==> config.mk <==
export PLATFORM = sky130hd
export DESIGN_NAME = gctr_decrypt
export DESIGN_NICKNAME = d
export VERILOG_FILES = /design/src/rtl/gcm_pkg.sv /design/src/rtl/ctr_inc_s.sv /design/src/rtl/gctr_decrypt.sv
export SDC_FILE = /design/constraint.sdc
export NUM_CORES = 1
export LEC_CHECK = 0
export CAP_MARGIN = 5
export CELL_PAD_IN_SITES_DETAIL_PLACEMENT = 1
export CELL_PAD_IN_SITES_GLOBAL_PLACEMENT = 1
export CORE_AREA = 2 2 305 307
export CTS_CLUSTER_SIZE = 10
export DETAILED_ROUTE_END_ITERATION = 7
export DIE_AREA = 0 0 307 309
export GPL_TIMING_DRIVEN = 0
export PLACE_DENSITY = 0.75
export SLEW_MARGIN = 15
export SYNTH_ARGS = -nofsm -noshare
export SYNTH_HDL_FRONTEND = slang
export SYNTH_SLANG_ARGS = --single-unit
==> constraint.sdc <==
create_clock -name clk -period 2.5 [get_ports clk]
set_input_delay 0.25 -clock clk [delete_from_list [all_inputs] [get_ports clk]]
set_output_delay 0.25 -clock clk [all_outputs]
set_load 0.02 [all_outputs]
==> src/rtl/gcm_pkg.sv <==
// gcm_pkg: shared widths, FSM states and byte-count helpers for the GCM counter path
package gcm_pkg;
  localparam int DATA_WIDTH = 128;
  localparam int S = 32;
  typedef enum logic [2:0] {IDLE, J0_REQ, WAIT_CT, KS_REQ, OUT} state_t;
  function automatic logic [4:0] norm_bytes(input logic [4:0] b);
    return (b == 5'd0 || b > 5'd16) ? 5'd16 : b;
  endfunction
  function automatic logic [DATA_WIDTH-1:0] byte_mask(input logic [4:0] n);
    logic [DATA_WIDTH-1:0] m;
    m = '0;
    for (int i = 0; i < DATA_WIDTH / 8; i++)
      if (5'(i) < n) m[DATA_WIDTH-1-8*i -: 8] = 8'hff;
    return m;
  endfunction
endpackage

==> src/rtl/ctr_inc_s.sv <==
// ctr_inc_s: increments the low S bits of a counter block modulo 2^S
module ctr_inc_s #(
  parameter int DATA_WIDTH = 128,
  parameter int S = 32
) (
  input  logic [DATA_WIDTH-1:0] blk,
  output logic [DATA_WIDTH-1:0] nxt
);
  assign nxt = {blk[DATA_WIDTH-1:S], blk[S-1:0] + S'(1)};
endmodule

==> src/rtl/gctr_decrypt.sv <==
// gctr_decrypt: GCM counter-mode decrypt engine sharing an external AES core
module gctr_decrypt
  import gcm_pkg::*;
(
  input  logic                  clk,
  input  logic                  rst,
  input  logic                  start,
  input  logic [DATA_WIDTH-1:0] icb_in,
  input  logic                  ct_valid,
  output logic                  ct_ready,
  input  logic [DATA_WIDTH-1:0] ct_data,
  input  logic                  ct_last,
  input  logic [4:0]            ct_bytes,
  output logic                  pt_valid,
  input  logic                  pt_ready,
  output logic [DATA_WIDTH-1:0] pt_data,
  output logic                  pt_last,
  output logic [4:0]            pt_bytes,
  output logic                  ciph_req,
  output logic [DATA_WIDTH-1:0] ciph_block,
  input  logic                  ciph_ack,
  input  logic [DATA_WIDTH-1:0] ciph_result,
  output logic [DATA_WIDTH-1:0] ek_j0,
  output logic                  ek_j0_valid,
  output logic                  busy
);
  state_t state;
  logic [DATA_WIDTH-1:0] counter, counter_nxt, ct_reg;
  logic last_reg;
  logic [4:0] bytes_reg;
  ctr_inc_s #(.DATA_WIDTH(DATA_WIDTH), .S(S)) u_inc (.blk(counter), .nxt(counter_nxt));
  always_ff @(posedge clk) begin
    if (rst) begin
      state       <= IDLE;
      counter     <= '0;
      ct_reg      <= '0;
      last_reg    <= 1'b0;
      bytes_reg   <= '0;
      ct_ready    <= 1'b0;
      pt_valid    <= 1'b0;
      pt_data     <= '0;
      pt_last     <= 1'b0;
      pt_bytes    <= '0;
      ciph_req    <= 1'b0;
      ciph_block  <= '0;
      ek_j0       <= '0;
      ek_j0_valid <= 1'b0;
      busy        <= 1'b0;
    end else begin
      case (state)
        IDLE: if (start) begin
          counter     <= icb_in;
          ciph_block  <= icb_in;
          ciph_req    <= 1'b1;
          ek_j0_valid <= 1'b0;
          busy        <= 1'b1;
          state       <= J0_REQ;
        end
        J0_REQ: if (ciph_ack) begin
          ek_j0       <= ciph_result;
          ek_j0_valid <= 1'b1;
          counter     <= counter_nxt;
          ciph_req    <= 1'b0;
          ct_ready    <= 1'b1;
          state       <= WAIT_CT;
        end
        WAIT_CT: if (ct_valid) begin
          ct_reg     <= ct_data;
          last_reg   <= ct_last;
          // partial blocks only count on the final block
          bytes_reg  <= ct_last ? norm_bytes(ct_bytes) : 5'd16;
          ct_ready   <= 1'b0;
          ciph_req   <= 1'b1;
          ciph_block <= counter;
          state      <= KS_REQ;
        end
        KS_REQ: if (ciph_ack) begin
          pt_data  <= (ct_reg ^ ciph_result) & byte_mask(bytes_reg);
          pt_last  <= last_reg;
          pt_bytes <= bytes_reg;
          pt_valid <= 1'b1;
          ciph_req <= 1'b0;
          state    <= OUT;
        end
        OUT: if (pt_ready) begin
          pt_valid <= 1'b0;
          pt_last  <= 1'b0;
          if (last_reg) begin
            busy  <= 1'b0;
            state <= IDLE;
          end else begin
            counter  <= counter_nxt;
            ct_ready <= 1'b1;
            state    <= WAIT_CT;
          end
        end
        default: state <= IDLE;
      endcase
    end
  end
endmodule

; Word level (Yosys, flattened, before mapping)
; Index checks and enable logic that the tools add are counted.
[word_totals]
output_inout_bits = 395
wordCells = 171
in_bits = 396
ff_bits = 660
[op_classes]
eq_ne = 12
n_reduce_logical = 23
order_cmp = 17
bitwise = 4
mux = 98
add_sub_neg = 1
[ops]
columns = operator, n
row1 = 2-to-1 mux 8 bit, 64
row2 = case mux 128 bit (3 select lines), 1
row3 = 2-to-1 mux 128 bit, 2
row4 = case mux 128 bit (2 select lines), 1
row5 = AND 128 bit, 1
row6 = XOR 128 bit, 1
row7 = 2-to-1 mux 32 bit, 3
row8 = less-than comparator 4 x 5 -> 1 bit (first input constant), 8
row9 = adder 32 x 1 -> 32 bit (second input constant), 1
row10 = less-than comparator 3 x 5 -> 1 bit (first input constant), 4
row11 = 2-to-1 mux 3 bit, 5
row12 = case mux 3 bit (5 select lines), 1
row13 = AND reduction 5 bit, 3
row14 = != test 2 bit (second input constant), 7
row15 = 2-to-1 mux 1 bit, 12
row16 = AND reduction 4 bit, 3
row17 = less-than comparator 1 x 5 -> 1 bit (first input constant), 2
row18 = less-than comparator 2 x 5 -> 1 bit (first input constant), 2
row19 = 2-to-1 mux 5 bit, 2
row20 = AND reduction 3 bit, 3
row21 = nonzero test 3 bit, 3
row22 = case mux 1 bit (2 select lines), 4
row23 = nonzero test 2 bit, 4
row24 = == test 3 x 2 -> 1 bit (second input constant), 2
row25 = 12 further kinds, 16

; Depth between registers and ports, before layout
[depth]
depth_word = 6
mapped_depth = 9

; By module
; From an unflattened synthesis, not the netlist that was laid out.
[unflattened]
cells_unflattened = 3370
hier_area_um2 = 28059.4
[modules_own_cells]
columns = module, area_each_um2, cells_each, n_inst
row1 = gctr_decrypt, 26654.3, 3178, 1
row2 = ctr_inc_s, 1405.1, 192, 1

; Worst setup path before layout
; OpenSTA, ideal clock, no wires.
[synth_timing]
path_type = register to register
from = reg counter[2]
to = reg counter[31]
required_time_ps = 2426
period_less_slack_ps = 1944
n_path_buf = 1
path_stages_with_launch = 7
arrival_ps = 1870
path_slack_ps = 556
cell_sequence = dfxtp_1 buf_2 and4_1 nand4_1 or3_4 or4_1 a31oi_1
[synth_between]
elab_chain_len = 4
[synth_rtl]
columns = element, line
row1 = from (decl), gctr_decrypt.sv:28  ; logic [DATA_WIDTH-1:0] counter, counter_nxt, ct_reg;
row2 = from (signal assigned), gctr_decrypt.sv:52  ; counter <= icb_in;
row3 = from (signal assigned), gctr_decrypt.sv:62  ; counter <= counter_nxt;
row4 = from (signal assigned), gctr_decrypt.sv:92  ; counter <= counter_nxt;
row5 = adder 32 x 1 -> 32 bit *, ctr_inc_s.sv:9  ; assign nxt = {blk[DATA_WIDTH-1:S], blk[S-1:0] + S'(1)};
row6 = 2-to-1 mux 32 bit, gctr_decrypt.sv:88  ; if (last_reg) begin
row7 = 2-to-1 mux 32 bit, gctr_decrypt.sv:85  ; OUT: if (pt_ready) begin
row8 = case mux 128 bit (3 select lines) *, gctr_decrypt.sv:50  ; case (state)
; Mark *: on every way between the ends. The rest lies on a longest branch, timed or not. The select of a mux whose other input is x is not followed.
; A chain may end at the register's enable or synchronous reset.

; Worst setup path after layout
[layout_timing]
from = reg counter[5]
to = reg counter[31]
; The elaborated chain is that of the path after synthesis.

==> summary.txt <==
Flow run
  – Max-cap violations: 0

Layout
  – Layout cells sized above 1: 5.75%
  – Multi-input logic area: 0.0117 mm²
  – Fin cells: 5,186
  – Area growth from synthesis to layout: 46.4%
  – Commonest non-fill, non-tap cell in the layout: clkdlybuf4s50_1
  – Reg area: 0.0132 mm²
  – Nets: 4,348
  – Fill count: 10.8k
  – Most frequent cells in the layout: 788 x clkdlybuf4s50_1, 765 x nand2_1, 660 x dfxtp_1

Global routing
  – GR Overflow Total: 0
  – Vias in the first global route: 26.8k
  – Initial antenna violation count: 33
  – Largest net degree at the start of global routing: 12
  – Tot GR Track Use: 24.5%
  – First-pass GRT wire length: 174,000 µm

Placed design
  – Detail Placement HPWL: 93,900 µm
  – Placer Congestion: 0.871
  – Dpl cells: 5,050
  – I/O Buffers: 788

Power
  – Power Total: 28.7 mW
  – Maximum VDD drop: 0.000490 V
  – Power Dens Cells: 757 mW/mm²
  – Leak pwr: 13.4 nW

Floorplanning
  – # IOs: 791
  – Die width: 307 µm
  – # rows: 111
  – Initial Util: 28.3%
  – Core box area: 0.0914 mm²
  – Die height: 309 µm
  – Die ar.: 0.0949 mm²

Drt
  – Routed Antenna Nets: 0
  – WL final: 121,000 µm
  – Per-cell routed wire length: 23.3 µm
  – Ratio of routed vias to standard cells: 4.99
  – Vias: 25.9k
  – Initial detailed-routing violation count: 1,371
  – DRC violations left: 0
  – DR pass1 iterations: 5

Worst setup path
  – CP required: 3.07 ns
  – Critical path startpoint category: flop
  – Arr. time, crit path: 2.94 ns
  – Kind of critical path: flop to flop
  – CP Max Fanout: 9
  – Crit. End Element: flop

Logic synthesis
  – Share of synthesized registers carrying an async set or reset: 0%
  – Sequential fraction of the synthesis area: 51.1%
  – Gate Count Post-Synth: 3,074
  – Syn_nets: 3,472
  – FF+latch count, synth: 660
  – Synth Cell Area: 0.0259 mm²
  – YS warnings: 0
  – Post-Syn Area per Cell: 8.42 µm²
  – EDFF count, synth: 0
  – Yosys cell types: 64
  – Most used flip-flop cell after synthesis: dfxtp_1

Timing
  – Fin crit period: 2.37 ns
  – Hold Fails Final Rpt: 0
  – Unrepaired setup endpoints after global routing: yes
  – Final setup fails: 0
  – Max frequency: 422 MHz
  – Max-slew headroom: 27.8%
  – Final worst path period share: 94.7%
  – Hold_ws: 0.150 ns
  – Tightest Pin Transition: 1.08 ns
  – Final Max Slew Viols: 0
  – Worst Skew: 0.0208 ns

Clock tree
  – Clock Pin Slew Worst Setup and Hold Paths: 0.06 ns
  – H-tree levels: 3
  – Num CTS Buffers: 80
  – Root Driver: clkbuf_16
  – Worst skew pair latency: 0.65 ns
  – CTS tree: yes
  – Clock tree sinks: 660
  – Clk buf depth: 3

Worst hold path
  – Hold WC Path Type: input pin to flop

Run status
  – Status: complete, no violations
-- worst max-delay path, cell delays in order (launching register included) --
cell and delay, ns:
dfxtp_1 0.43, and3_2 0.28, nand4_1 0.42, or3_4 0.52, or4_1 0.47, a31oi_1 0.16
-- per-layer routing --
layer	vias up	wire length [µm]	track usage (%)
li1	12200	-	-
met1	12500	46700	27.2
met2	852	60400	43.8
met3	225	8850	7.36
met4	28	4460	9.28
met5	-	195	0
-- what timing repair did --
action                                  4_1_cts  5_1_grt
pin swaps                                     1        0
hold buffers                                  1        0
gates resized for setup                      31       74
buffers inserted                              3        2
endpoints found under the hold margin         2        0
endpoints found under the setup margin      592      363
-- final cells by class --
| type | count | share of cell area [%] |
|---|---|---|
| inverters | 11 | 0.109 |
| multi-input cells | 2161 | 31.0 |
| clock buffers | 105 | 5.78 |
| diodes | 17 | 0.112 |
| plain buffers | 240 | 2.82 |
| well taps | 1186 | 3.92 |
| clock inverters | 10 | 0.410 |
| flip-flops and latches | 660 | 34.9 |
| repair buffers | 796 | 21.0 |
-- cells in the mapped netlist, types with 2 or more instances --
cell / instances / share of area [%]
a211oi_1: 138 / 4.0
a21o_1: 4 / 0.12
a21oi_1: 406 / 7.9
a22oi_1: 127 / 3.7
a311oi_1: 5 / 0.17
a31oi_1: 10 / 0.24
and3_1: 7 / 0.17
and4_1: 5 / 0.17
buf_1: 17 / 0.25
buf_2: 40 / 0.77
buf_6: 2 / 0.087
clkbuf_1: 181 / 2.6
clkbuf_8: 2 / 0.11
dfxtp_1: 660 / 51
ha_1: 2 / 0.097
inv_1: 11 / 0.16
mux2i_1: 130 / 5.0
nand2_1: 767 / 11
nand2b_1: 3 / 0.073
nand3_1: 35 / 0.68
nand4_1: 6 / 0.15
nand4b_1: 3 / 0.10
nor2_1: 279 / 4.0
nor2b_1: 2 / 0.048
nor3_1: 10 / 0.19
nor4_1: 7 / 0.17
o211ai_1: 2 / 0.058
o21a_1: 3 / 0.087
o21ai_0: 25 / 0.48
o22ai_1: 2 / 0.048
o31a_1: 3 / 0.10
o31ai_1: 7 / 0.20
o32ai_1: 5 / 0.17
or2_2: 2 / 0.048
or3_1: 7 / 0.17
or4_1: 4 / 0.12
xor2_1: 128 / 4.3
-- stage by stage --
step,TNS (ns),utilization (%),worst slack [ns],cell area [µm²]
finish,0,41.4,0.132,37900
CTS,-0.00349,41.3,-0.00349,37700
global placement,-279.53,38.6,-1.11,35200
floorplan,0,-,0.556,25900
global route,-0.0661,41.4,-0.0322,37900
detailed placement,-231.32,38.6,-1.12,35300
-- worst paths after layout --
path                                                  to  cells after the start  slack [ns]                    start
worst min register to register   ek_j0[113]$_SDFFE_PP0P_                      2        0.45  ek_j0[113]$_SDFFE_PP0P_
worst max-delay path            counter[31]$_SDFFE_PP0P_                      5        0.13  counter[5]$_SDFFE_PP0P_
worst min-delay path             ct_reg[92]$_SDFFE_PP0P_                      3        0.15              ct_data[92]
worst max register to register  counter[31]$_SDFFE_PP0P_                      5        0.13  counter[5]$_SDFFE_PP0P_
-- report_power, final --
group,total [mW],switching [mW],internal (mW)
clock network,10.9,4.61,6.29
logic,5.89,3.42,2.46
registers,11.9,0.551,11.3
-- logic make-up (layout without fill, tap and decap cells) --
kind of cell	count (synthesis)	in the layout	synth area share [%]
fa+ha+maj	2	2	0.0967
flops	660	660	51.1
xor+xnor	129	129	4.37
simple gates	1151	1151	17.8
other cells	0	17	0
mux	130	130	5.03
buf+inv	253	1162	4.00
compound gates	749	749	17.6
(Power assumes the default switching activity.)
